`src/rtl/uart_dbg_master_if.sv`:
```
// Device-bus interface for the UART debug master.
//   master modport: bus initiator (drives request, enable, address, data, byte select)
//   slave modport : arbiter/responder side (drives grant, busy, load data)
// Signal names keep the device-bus naming used across the rest of the system.
`timescale 1ns/1ps
interface uart_dbg_master_if;
  logic        busReq_o;
  logic        busGnt_i;
  logic        devEnable_o;
  logic        devWrite_o;
  logic [31:0] devPhysicalAddr_o;
  logic [31:0] devDataSave_o;
  logic [3:0]  devByteSelect_o;
  logic        devBusy_i;
  logic [31:0] devDataLoad_i;

  modport master (
    output busReq_o,
    output devEnable_o,
    output devWrite_o,
    output devPhysicalAddr_o,
    output devDataSave_o,
    output devByteSelect_o,
    input  busGnt_i,
    input  devBusy_i,
    input  devDataLoad_i
  );

  modport slave (
    input  busReq_o,
    input  devEnable_o,
    input  devWrite_o,
    input  devPhysicalAddr_o,
    input  devDataSave_o,
    input  devByteSelect_o,
    output busGnt_i,
    output devBusy_i,
    output devDataLoad_i
  );
endinterface

```
`src/rtl/uart_dbg_master.sv`:
```
// UART debug master: turns byte commands received over a UART into single device-bus
// accesses and sends the result back over the UART.
//   'R' a0 a1 a2 a3             -> read, reply d0 d1 d2 d3 (little-endian) or 'E'
//   'W' a0..a3 d0..d3 be        -> write, reply 'K' or 'E'
// Ports:
//   clk, rst_n            clock, asynchronous active-low reset
//   rxdReady_i, rxdData_i received byte strobe and data
//   txdBusy_i             transmitter busy
//   txdStart_o, txdData_o transmit strobe (one cycle) and byte
//   active_o              high whenever the FSM is not idle
//   bus                   device-bus initiator (uart_dbg_master_if.master)
`timescale 1ns/1ps
module uart_dbg_master #(
  parameter int unsigned RX_TIMEOUT  = 2500000,
  parameter int unsigned BUS_TIMEOUT = 1024
) (
  input  logic                      clk,
  input  logic                      rst_n,
  input  logic                      rxdReady_i,
  input  logic [7:0]                rxdData_i,
  input  logic                      txdBusy_i,
  output logic                      txdStart_o,
  output logic [7:0]                txdData_o,
  output logic                      active_o,
  uart_dbg_master_if.master         bus
);

  localparam int unsigned RxCntW  = $clog2(RX_TIMEOUT + 1);
  localparam int unsigned BusCntW = $clog2(BUS_TIMEOUT + 1);

  localparam logic [7:0] CmdRead  = 8'h52;
  localparam logic [7:0] CmdWrite = 8'h57;
  localparam logic [7:0] RespOk   = 8'h4B;
  localparam logic [7:0] RespErr  = 8'h45;

  typedef enum logic [3:0] {
    StIdle, StRxAddr, StRxData, StRxBe, StReq, StAccess, StTxLoad, StTxWait, StTxGap
  } state_e;

  typedef enum logic [1:0] {RespData, RespAck, RespFail} resp_e;

  state_e               state_q;
  resp_e                resp_q;
  logic                 is_write_q;
  logic [2:0]           idx_q;
  logic [RxCntW-1:0]    rx_cnt_q;
  logic [BusCntW-1:0]   bus_cnt_q;
  logic [31:0]          addr_q;
  logic [31:0]          wdata_q;
  logic [31:0]          rdata_q;
  logic [3:0]           be_q;
  logic                 bus_req_q;
  logic                 dev_enable_q;
  logic                 dev_write_q;
  logic                 txd_start_q;
  logic [7:0]           txd_data_q;

  logic rx_expired;
  logic bus_expired;

  assign rx_expired  = (rx_cnt_q == RxCntW'(RX_TIMEOUT - 1));
  assign bus_expired = (bus_cnt_q == BusCntW'(BUS_TIMEOUT - 1));

  assign active_o              = (state_q != StIdle);
  assign txdStart_o            = txd_start_q;
  assign txdData_o             = txd_data_q;
  assign bus.busReq_o          = bus_req_q;
  assign bus.devEnable_o       = dev_enable_q;
  assign bus.devWrite_o        = dev_write_q;
  assign bus.devPhysicalAddr_o = addr_q;
  assign bus.devDataSave_o     = wdata_q;
  assign bus.devByteSelect_o   = be_q;

  always_ff @(posedge clk or negedge rst_n) begin
    if (!rst_n) begin
      state_q      <= StIdle;
      resp_q       <= RespData;
      is_write_q   <= 1'b0;
      idx_q        <= '0;
      rx_cnt_q     <= '0;
      bus_cnt_q    <= '0;
      addr_q       <= '0;
      wdata_q      <= '0;
      rdata_q      <= '0;
      be_q         <= '0;
      bus_req_q    <= 1'b0;
      dev_enable_q <= 1'b0;
      dev_write_q  <= 1'b0;
      txd_start_q  <= 1'b0;
      txd_data_q   <= '0;
    end else begin
      // Strobe: only TX_WAIT raises it, so it can never last two cycles.
      txd_start_q <= 1'b0;
      unique case (state_q)
        StIdle: begin
          if (rxdReady_i && (rxdData_i == CmdRead || rxdData_i == CmdWrite)) begin
            is_write_q <= (rxdData_i == CmdWrite);
            idx_q      <= '0;
            rx_cnt_q   <= '0;
            state_q    <= StRxAddr;
          end
        end
        StRxAddr, StRxData: begin
          if (rxdReady_i) begin
            rx_cnt_q <= '0;
            if (state_q == StRxAddr) addr_q[{idx_q[1:0], 3'b000} +: 8] <= rxdData_i;
            else                     wdata_q[{idx_q[1:0], 3'b000} +: 8] <= rxdData_i;
            if (idx_q == 3'd3) begin
              idx_q <= '0;
              if (state_q == StRxData) begin
                state_q <= StRxBe;
              end else if (is_write_q) begin
                state_q <= StRxData;
              end else begin
                be_q      <= 4'hf;
                bus_req_q <= 1'b1;
                state_q   <= StReq;
              end
            end else begin
              idx_q <= idx_q + 3'd1;
            end
          end else if (rx_expired) begin
            state_q <= StIdle;
          end else begin
            rx_cnt_q <= rx_cnt_q + 1'b1;
          end
        end
        StRxBe: begin
          if (rxdReady_i) begin
            rx_cnt_q  <= '0;
            be_q      <= rxdData_i[3:0];
            bus_req_q <= 1'b1;
            state_q   <= StReq;
          end else if (rx_expired) begin
            state_q <= StIdle;
          end else begin
            rx_cnt_q <= rx_cnt_q + 1'b1;
          end
        end
        StReq: begin
          if (bus.busGnt_i) begin
            dev_enable_q <= 1'b1;
            dev_write_q  <= is_write_q;
            bus_cnt_q    <= '0;
            state_q      <= StAccess;
          end
        end
        StAccess: begin
          // Grant is not looked at here: once started, an access always runs to the end.
          if (!bus.devBusy_i || bus_expired) begin
            dev_enable_q <= 1'b0;
            dev_write_q  <= 1'b0;
            bus_req_q    <= 1'b0;
            idx_q        <= '0;
            state_q      <= StTxLoad;
            if (bus.devBusy_i) begin
              resp_q <= RespFail;
            end else if (is_write_q) begin
              resp_q <= RespAck;
            end else begin
              resp_q  <= RespData;
              rdata_q <= bus.devDataLoad_i;
            end
          end else begin
            bus_cnt_q <= bus_cnt_q + 1'b1;
          end
        end
        StTxLoad: begin
          unique case (resp_q)
            RespData: txd_data_q <= rdata_q[{idx_q[1:0], 3'b000} +: 8];
            RespAck:  txd_data_q <= RespOk;
            default:  txd_data_q <= RespErr;
          endcase
          state_q <= StTxWait;
        end
        StTxWait: begin
          if (!txdBusy_i) begin
            txd_start_q <= 1'b1;
            state_q     <= StTxGap;
          end
        end
        StTxGap: begin
          // Gives the transmitter a cycle to raise busy after the strobe.
          if (resp_q == RespData && idx_q != 3'd3) begin
            idx_q   <= idx_q + 3'd1;
            state_q <= StTxLoad;
          end else begin
            idx_q   <= '0;
            state_q <= StIdle;
          end
        end
        default: state_q <= StIdle;
      endcase
    end
  end

endmodule

```
`src/flat_wrapper.sv`:
```
// flat-port wrapper written by rule: the top's interface ports become plain ports
module uart_dbg_master_flat 
#(
  parameter int unsigned RX_TIMEOUT  = 2500000,
  parameter int unsigned BUS_TIMEOUT = 1024
)
  (clk, rst_n, rxdReady_i, rxdData_i, txdBusy_i, txdStart_o, txdData_o, active_o, bus_busReq_o, bus_devEnable_o, bus_devWrite_o, bus_devPhysicalAddr_o, bus_devDataSave_o, bus_devByteSelect_o, bus_busGnt_i, bus_devBusy_i, bus_devDataLoad_i);
  uart_dbg_master_if bus_i ();
  input  logic clk;
  input  logic rst_n;
  input  logic rxdReady_i;
  input  logic [7:0] rxdData_i;
  input  logic txdBusy_i;
  output logic txdStart_o;
  output logic [7:0] txdData_o;
  output logic active_o;
  output wire logic [$bits(bus_i.busReq_o)-1:0] bus_busReq_o;
  output wire logic [$bits(bus_i.devEnable_o)-1:0] bus_devEnable_o;
  output wire logic [$bits(bus_i.devWrite_o)-1:0] bus_devWrite_o;
  output wire logic [$bits(bus_i.devPhysicalAddr_o)-1:0] bus_devPhysicalAddr_o;
  output wire logic [$bits(bus_i.devDataSave_o)-1:0] bus_devDataSave_o;
  output wire logic [$bits(bus_i.devByteSelect_o)-1:0] bus_devByteSelect_o;
  input wire logic [$bits(bus_i.busGnt_i)-1:0] bus_busGnt_i;
  input wire logic [$bits(bus_i.devBusy_i)-1:0] bus_devBusy_i;
  input wire logic [$bits(bus_i.devDataLoad_i)-1:0] bus_devDataLoad_i;
  assign bus_busReq_o = bus_i.busReq_o;
  assign bus_devEnable_o = bus_i.devEnable_o;
  assign bus_devWrite_o = bus_i.devWrite_o;
  assign bus_devPhysicalAddr_o = bus_i.devPhysicalAddr_o;
  assign bus_devDataSave_o = bus_i.devDataSave_o;
  assign bus_devByteSelect_o = bus_i.devByteSelect_o;
  assign bus_i.busGnt_i = bus_busGnt_i;
  assign bus_i.devBusy_i = bus_devBusy_i;
  assign bus_i.devDataLoad_i = bus_devDataLoad_i;
  uart_dbg_master #(.RX_TIMEOUT(RX_TIMEOUT), .BUS_TIMEOUT(BUS_TIMEOUT)) u_core (.clk(clk), .rst_n(rst_n), .rxdReady_i(rxdReady_i), .rxdData_i(rxdData_i), .txdBusy_i(txdBusy_i), .txdStart_o(txdStart_o), .txdData_o(txdData_o), .active_o(active_o), .bus(bus_i));
endmodule
```
`config.mk`:
```
export PLATFORM = sky130hd
export DESIGN_NAME = uart_dbg_master_flat
export DESIGN_NICKNAME = d
export VERILOG_FILES = /design/src/rtl/uart_dbg_master_if.sv /design/src/rtl/uart_dbg_master.sv /design/src/flat_wrapper.sv
export SDC_FILE = /design/constraint.sdc
export NUM_CORES = 1
export LEC_CHECK = 0
export CAP_MARGIN = 20
export CELL_PAD_IN_SITES_DETAIL_PLACEMENT = 0
export CELL_PAD_IN_SITES_GLOBAL_PLACEMENT = 1
export CORE_MARGIN = 2
export CORE_UTILIZATION = 25
export DETAILED_ROUTE_END_ITERATION = 12
export PLACE_DENSITY = 0.52
export SLEW_MARGIN = 40
export SYNTH_ARGS = -nofsm -noshare
export SYNTH_HDL_FRONTEND = slang
export SYNTH_SLANG_ARGS = --single-unit
export TNS_END_PERCENT = 5
```
`constraint.sdc`:
```
create_clock -name clk -period 2.25 [get_ports clk]
set_input_delay 0.45 -clock clk [delete_from_list [all_inputs] [get_ports clk]]
set_output_delay 0.45 -clock clk [all_outputs]
set_load 0.005 [all_outputs]
```
## Word-level counts from Yosys, hierarchy flattened

Index checks and enable logic that the tools add are counted.
Widths: inputs -> output; s select.

- Register bits after elaboration: 155
- Input bits: 46
- Output and inout bits: 81
- Word-level logic and storage cells: 128

- Add/sub/neg operators: 4
- Equality and inequality tests: 27
- Shift operators: 3
- Muxes and demuxes: 49
- Bitwise logic cells: 3
- Reduce and logical (&&, ||, !) cells: 27

Operators by type and width:

| cell | number |
|---|---|
| $mux 22 | 3 |
| $bwmux 32 | 2 |
| $mux 4 | 14 |
| $pmux 22 s2 | 1 |
| $pmux 4 s8 | 1 |
| $shift 8x7->32 const A | 1 |
| $shiftx 32x6->8 | 1 |
| $shiftx 8x7->32 | 1 |
| $add 22x1->22 const B | 1 |
| $eq 22x22->1 const B | 1 |
| $mux 11 | 2 |
| $pmux 11 s2 | 1 |
| $mux 3 | 7 |
| $eq 4x3->1 const B | 4 |
| $eq 8x7->1 const B | 2 |
| $pmux 8 s2 | 1 |
| $reduce_and 3->1 | 5 |
| $ne 2x2->1 const B | 7 |
| $pmux 3 s4 | 1 |
| $add 11x1->11 const B | 1 |
| $eq 11x10->1 const B | 1 |
| $mux 1 | 11 |
| $eq 4x2->1 const B | 2 |
| $pmux 4 s2 | 1 |
| 28 further kinds | 41 |

## Depth between registers and ports, before layout

- Depth in word-level cells: 5
- Depth in mapped cells: 8
- Depth with buffers taken out: 8

## Worst setup path before layout

No wires, ideal clock.

- Path type: reg-to-reg
- Start point: reg u_core.rx_cnt_q[0]
- End point: reg u_core.rx_cnt_q[19]
- Setup time: 125 ps
- Data arrival time: 1994 ps
- Required time: 2125 ps
- Setup slack: 131 ps
- Stages on the path, launching flop included: 8
- Buffers on the path: 0
- Clock period less this slack: 2119 ps
- Cells stage by stage: dfrtp_1 ha_1 and4_4 nand3_4 nor4_4 nor3_2 nand3_1 mux2_2

- Cells in the longest elaborated chain, start to end: 4
- Elaborated cells between the ends (all ways): 7
- Classes of those cells: 1 x add/sub; 2 x eq/ne; 3 x mux; 1 x reduce/logical

Ends and longest elaborated chain:

| element | RTL line | text |
|---|---|---|
| start, declared | uart_dbg_master.sv:46 | `logic [RxCntW-1:0] rx_cnt_q;` |
| start signal, assigned | uart_dbg_master.sv:125 | `rx_cnt_q <= rx_cnt_q + 1'b1;` |
| start signal, assigned | uart_dbg_master.sv:137 | `rx_cnt_q <= rx_cnt_q + 1'b1;` |
| $add 22x1->22 | uart_dbg_master.sv:125, uart_dbg_master.sv:137 |  |
| $mux 22 | uart_dbg_master.sv:122, uart_dbg_master.sv:134 |  |
| $mux 22 | uart_dbg_master.sv:129 | `if (rxdReady_i) begin` |
| $pmux 22 s2 | uart_dbg_master.sv:94 | `unique case (state_q)` |

Several ways; a longest one is shown, not always the timed one. The select of a mux whose other input is x is not followed.
A chain may end at the register's enable or synchronous reset.

## Worst setup path after layout

- Start point: reg u_core.state_q[3]
- End point: out active_o

- Cells in the longest elaborated chain, start to end: 1

Ends and longest elaborated chain:

| element | RTL line | text |
|---|---|---|
| start, declared | uart_dbg_master.sv:42 | `state_e state_q;` |
| start signal, assigned | uart_dbg_master.sv:76 | `state_q <= StIdle;` |
| start signal, assigned | uart_dbg_master.sv:100 | `state_q <= StRxAddr;` |
| start signal, assigned | uart_dbg_master.sv:111 | `state_q <= StRxBe;` |
| $reduce_bool 4->1 | uart_dbg_master.sv:64 | `assign active_o = (state_q != StIdle);` |
| end, declared | flat_wrapper.sv:16 | `output logic active_o;` |

No other way between the ends.

==> results_dict.tcl <==
set metrics [dict create \
    wl_per_cell_um 16.0 \
    drt-total-wl_um 20300 \
    timing.hold.ws_ns 0.475 \
    worst-r2r-cell-count 7 \
    dp_hpwl_um 15100 \
    root_buffer "clkbuf_16" \
    max-cap-violations 0 \
    worst-path-max-fanout 13 \
    die_w_um 172 \
    syn2layout_area_growth_pct 41.1 \
    first_pass_iters 5 \
    core-area_um2 27900 \
    yosys.area.top_type "dfrtp_1" \
    hp-class "reg -> reg" \
    synthFlopType "dfrtp_1" \
    post-route-min-period_ns 2.22 \
    async_reset_ff_frac 1.00 \
    skew_ns 0.0133 \
    rsz0062_at_grt "true" \
    startpoint_type "flop" \
    syn_area_um2 7080 \
    clk_latency_ns 0.43 \
    fin_crit_sh 0.987 \
    outcome "completed" \
    crit_buf_inv 1 \
    synth-seq-cells 155 \
    worst_slew_pin_slew_ns 0.509 \
    first_global_vias 5871 \
    drtIter0Drc 357 \
    vias 5748 \
    grt_util_all_layers 0.143 \
    ios 127 \
    ys_types 67 \
    path_cells "nor2_4, nand2_1, clkdlybuf4s50_1" \
    syn_nets 747 \
    place_congestion 0.793 \
    ir_drop_mv 0.452 \
    end_kind "output port" \
    slowest_stage "clkdlybuf4s50_1" \
    drive_gt1_frac 0.187 \
    power_leakage_nw 4.17 \
    nFillCells 2798 \
    fmax_mhz 450 \
    crit_arrival_ns 1.77 \
    grt_max_degree 48 \
    synth_most_common_cell "dfrtp_1" \
    clk_pin_slew_ns 0.07 \
    numCtsBuffers 17 \
    postLayoutCellArea_um2 9990 \
    cts.sinks 155 \
    die_area_um2 29700 \
    cp_data_required_time_ns 1.80 \
    drv_slew 0 \
    whs_path_depth 2 \
    fp.dieH_um 172 \
    crit_family "buffers and inverters" \
    ys_seq_area_frac 0.548 \
    drc 0 \
    synth-edff-count 0 \
    critPathMaxStageDelay_ns 0.52 \
    yosys_warnings 0 \
    synth_common_cells "dfrtp_1, nand2_1, o21ai_0" \
    detail-route-antenna-nets 0 \
    diodes 0 \
    grt_use_met1 0.193 \
    antenna_found_initial 0 \
    synth_area_leaders "dfrtp_1, nand2_1, o21ai_0" \
    viasPerCell 4.53 \
    grt_pass1_wl_um 32700 \
    overflow 0 \
    start_util 0.254 \
    grt_use_met2 0.226 \
    grt.busiest_layer "met2" \
    relSlewSlack 0.661 \
    finalPower_mw 10.7 \
    report.final.setup_viol 0 \
    finalHoldViolCount 0 \
    syn_inst 692 \
    port_buffers 126 \
    avgSynthCellArea_um2 10.2 \
    cp.depth 3 \
    postPlaceCellArea_um2 9330 \
    crit_type "reg -> out" \
    clk_path_buf_depth 2 \
    tritoncts "built" \
    pwr_density_cell_nw_per_um2 1070 \
    grt_util_met3 0.0405 \
    synth_top_area_frac 0.548 \
    fin_nets 934 \
    htreeDepth 4 \
    rows 61 \
    utilization 0.358 \
]
## per-stage QoR
| step | cells | TNS, ns | setup slack, ns |
|---|---|---|---|
| floorplan | 692 | 0 | 0.131 |
| global placement | 1235 | -6.45 | -0.390 |
| detailed placement | 1235 | -7.29 | -0.462 |
| CTS | 1270 | -0.0413 | -0.0217 |
| global route | 1270 | -0.243 | -0.0812 |
| finish | 1270 | 0 | 0.0283 |
## where the power goes
group          leakage (nW)  internal (mW)  switching, mW
combinational          1.83           2.05           1.76
sequential             2.04           3.48          0.456
clock                 0.292           1.68           1.31
## state kept, by name, summed over array words and instances (netlist names)
name and count:
u_core.resp_q 2, u_core.bus.devByteSelect_o 4, u_core.idx_q 3, u_core.bus.devPhysicalAddr_o 32
u_core.state_q 4, u_core.is_write_q 1, u_core.txdData_o 8, u_core.bus.devWrite_o 1
u_core.rdata_q 32, u_core.bus.devDataSave_o 32, u_core.txdStart_o 1, u_core.rx_cnt_q 22
u_core.bus.devEnable_o 1, u_core.bus.busReq_o 1, u_core.bus_cnt_q 11
## area by class of cell
cell class | instances | area [µm²] | area share
Clock buffer | 17 | 425 | 0.0426
Clock inverter | 15 | 180 | 0.0180
Inverter | 10 | 37.5 | 0.00376
Multi-Input combinational cell | 498 | 3060 | 0.307
Sequential cell | 155 | 3880 | 0.389
Tap cell | 378 | 473 | 0.0474
Timing Repair Buffer | 197 | 1920 | 0.193
## tightest hold or removal path, cell delays in order (launching register included)
cell	delay [ns]
dfrtp_1	0.34
nand2_1	0.04
o21ai_0	0.05
## metal layers
metal	vias up	part of all wire
met5	-	0
met4	0	0.012
met3	12	0.053
met2	133	0.46
met1	2800	0.47
li1	2803	-
## path summary, 6_finish.rpt
path | start | end | slack, ns
min | u_core.bus.devDataSave_o[26] | u_core.bus.devDataSave_o[26] | 0.48
max | u_core.state_q[3] | active_o | 0.03
max reg2reg | u_core.bus_cnt_q[0] | u_core.state_q[0] | 0.07
max in group asynchronous | rst_n | u_core.bus.devDataSave_o[18] | 1.06
min reg2reg | u_core.bus.devDataSave_o[26] | u_core.bus.devDataSave_o[26] | 0.48
min in group asynchronous | rst_n | u_core.rdata_q[24] | 0.52
## kinds of logic after synthesis
group / Yosys count / synth area share
AOI/OAI and AO/OA: 147 / 0.122
xor gates and xnor gates: 11 / 0.0136
adders and majority gates: 9 / 0.0159
buffers and inverters: 39 / 0.0233
DFF: 155 / 0.548
muxes: 46 / 0.0856
and+or+nand+nor: 285 / 0.192
## layout by cell type, fill, tap and decap left out, types with 12 or more instances in the layout
| master | instances |
|---|---|
| a21oi_1 | 12 |
| buf_4 | 60 |
| clkbuf_16 | 17 |
| clkdlybuf4s50_1 | 125 |
| dfrtp_1 | 151 |
| mux2_2 | 33 |
| nand2_1 | 147 |
| nand3_1 | 17 |
| nor2_1 | 45 |
| nor3_1 | 14 |
| o21ai_0 | 100 |
## timing repair
action | in CTS | in global routing
endpoints found under the setup margin | 2 | 16
cloned | 0 | 0
endpoints found under the hold margin | 36 | 0
resized for setup | 5 | 3
buffers inserted | 2 | 0
hold buffers | 1 | 0
pin swaps | 0 | 1
Power figures use the tool's default switching activity.
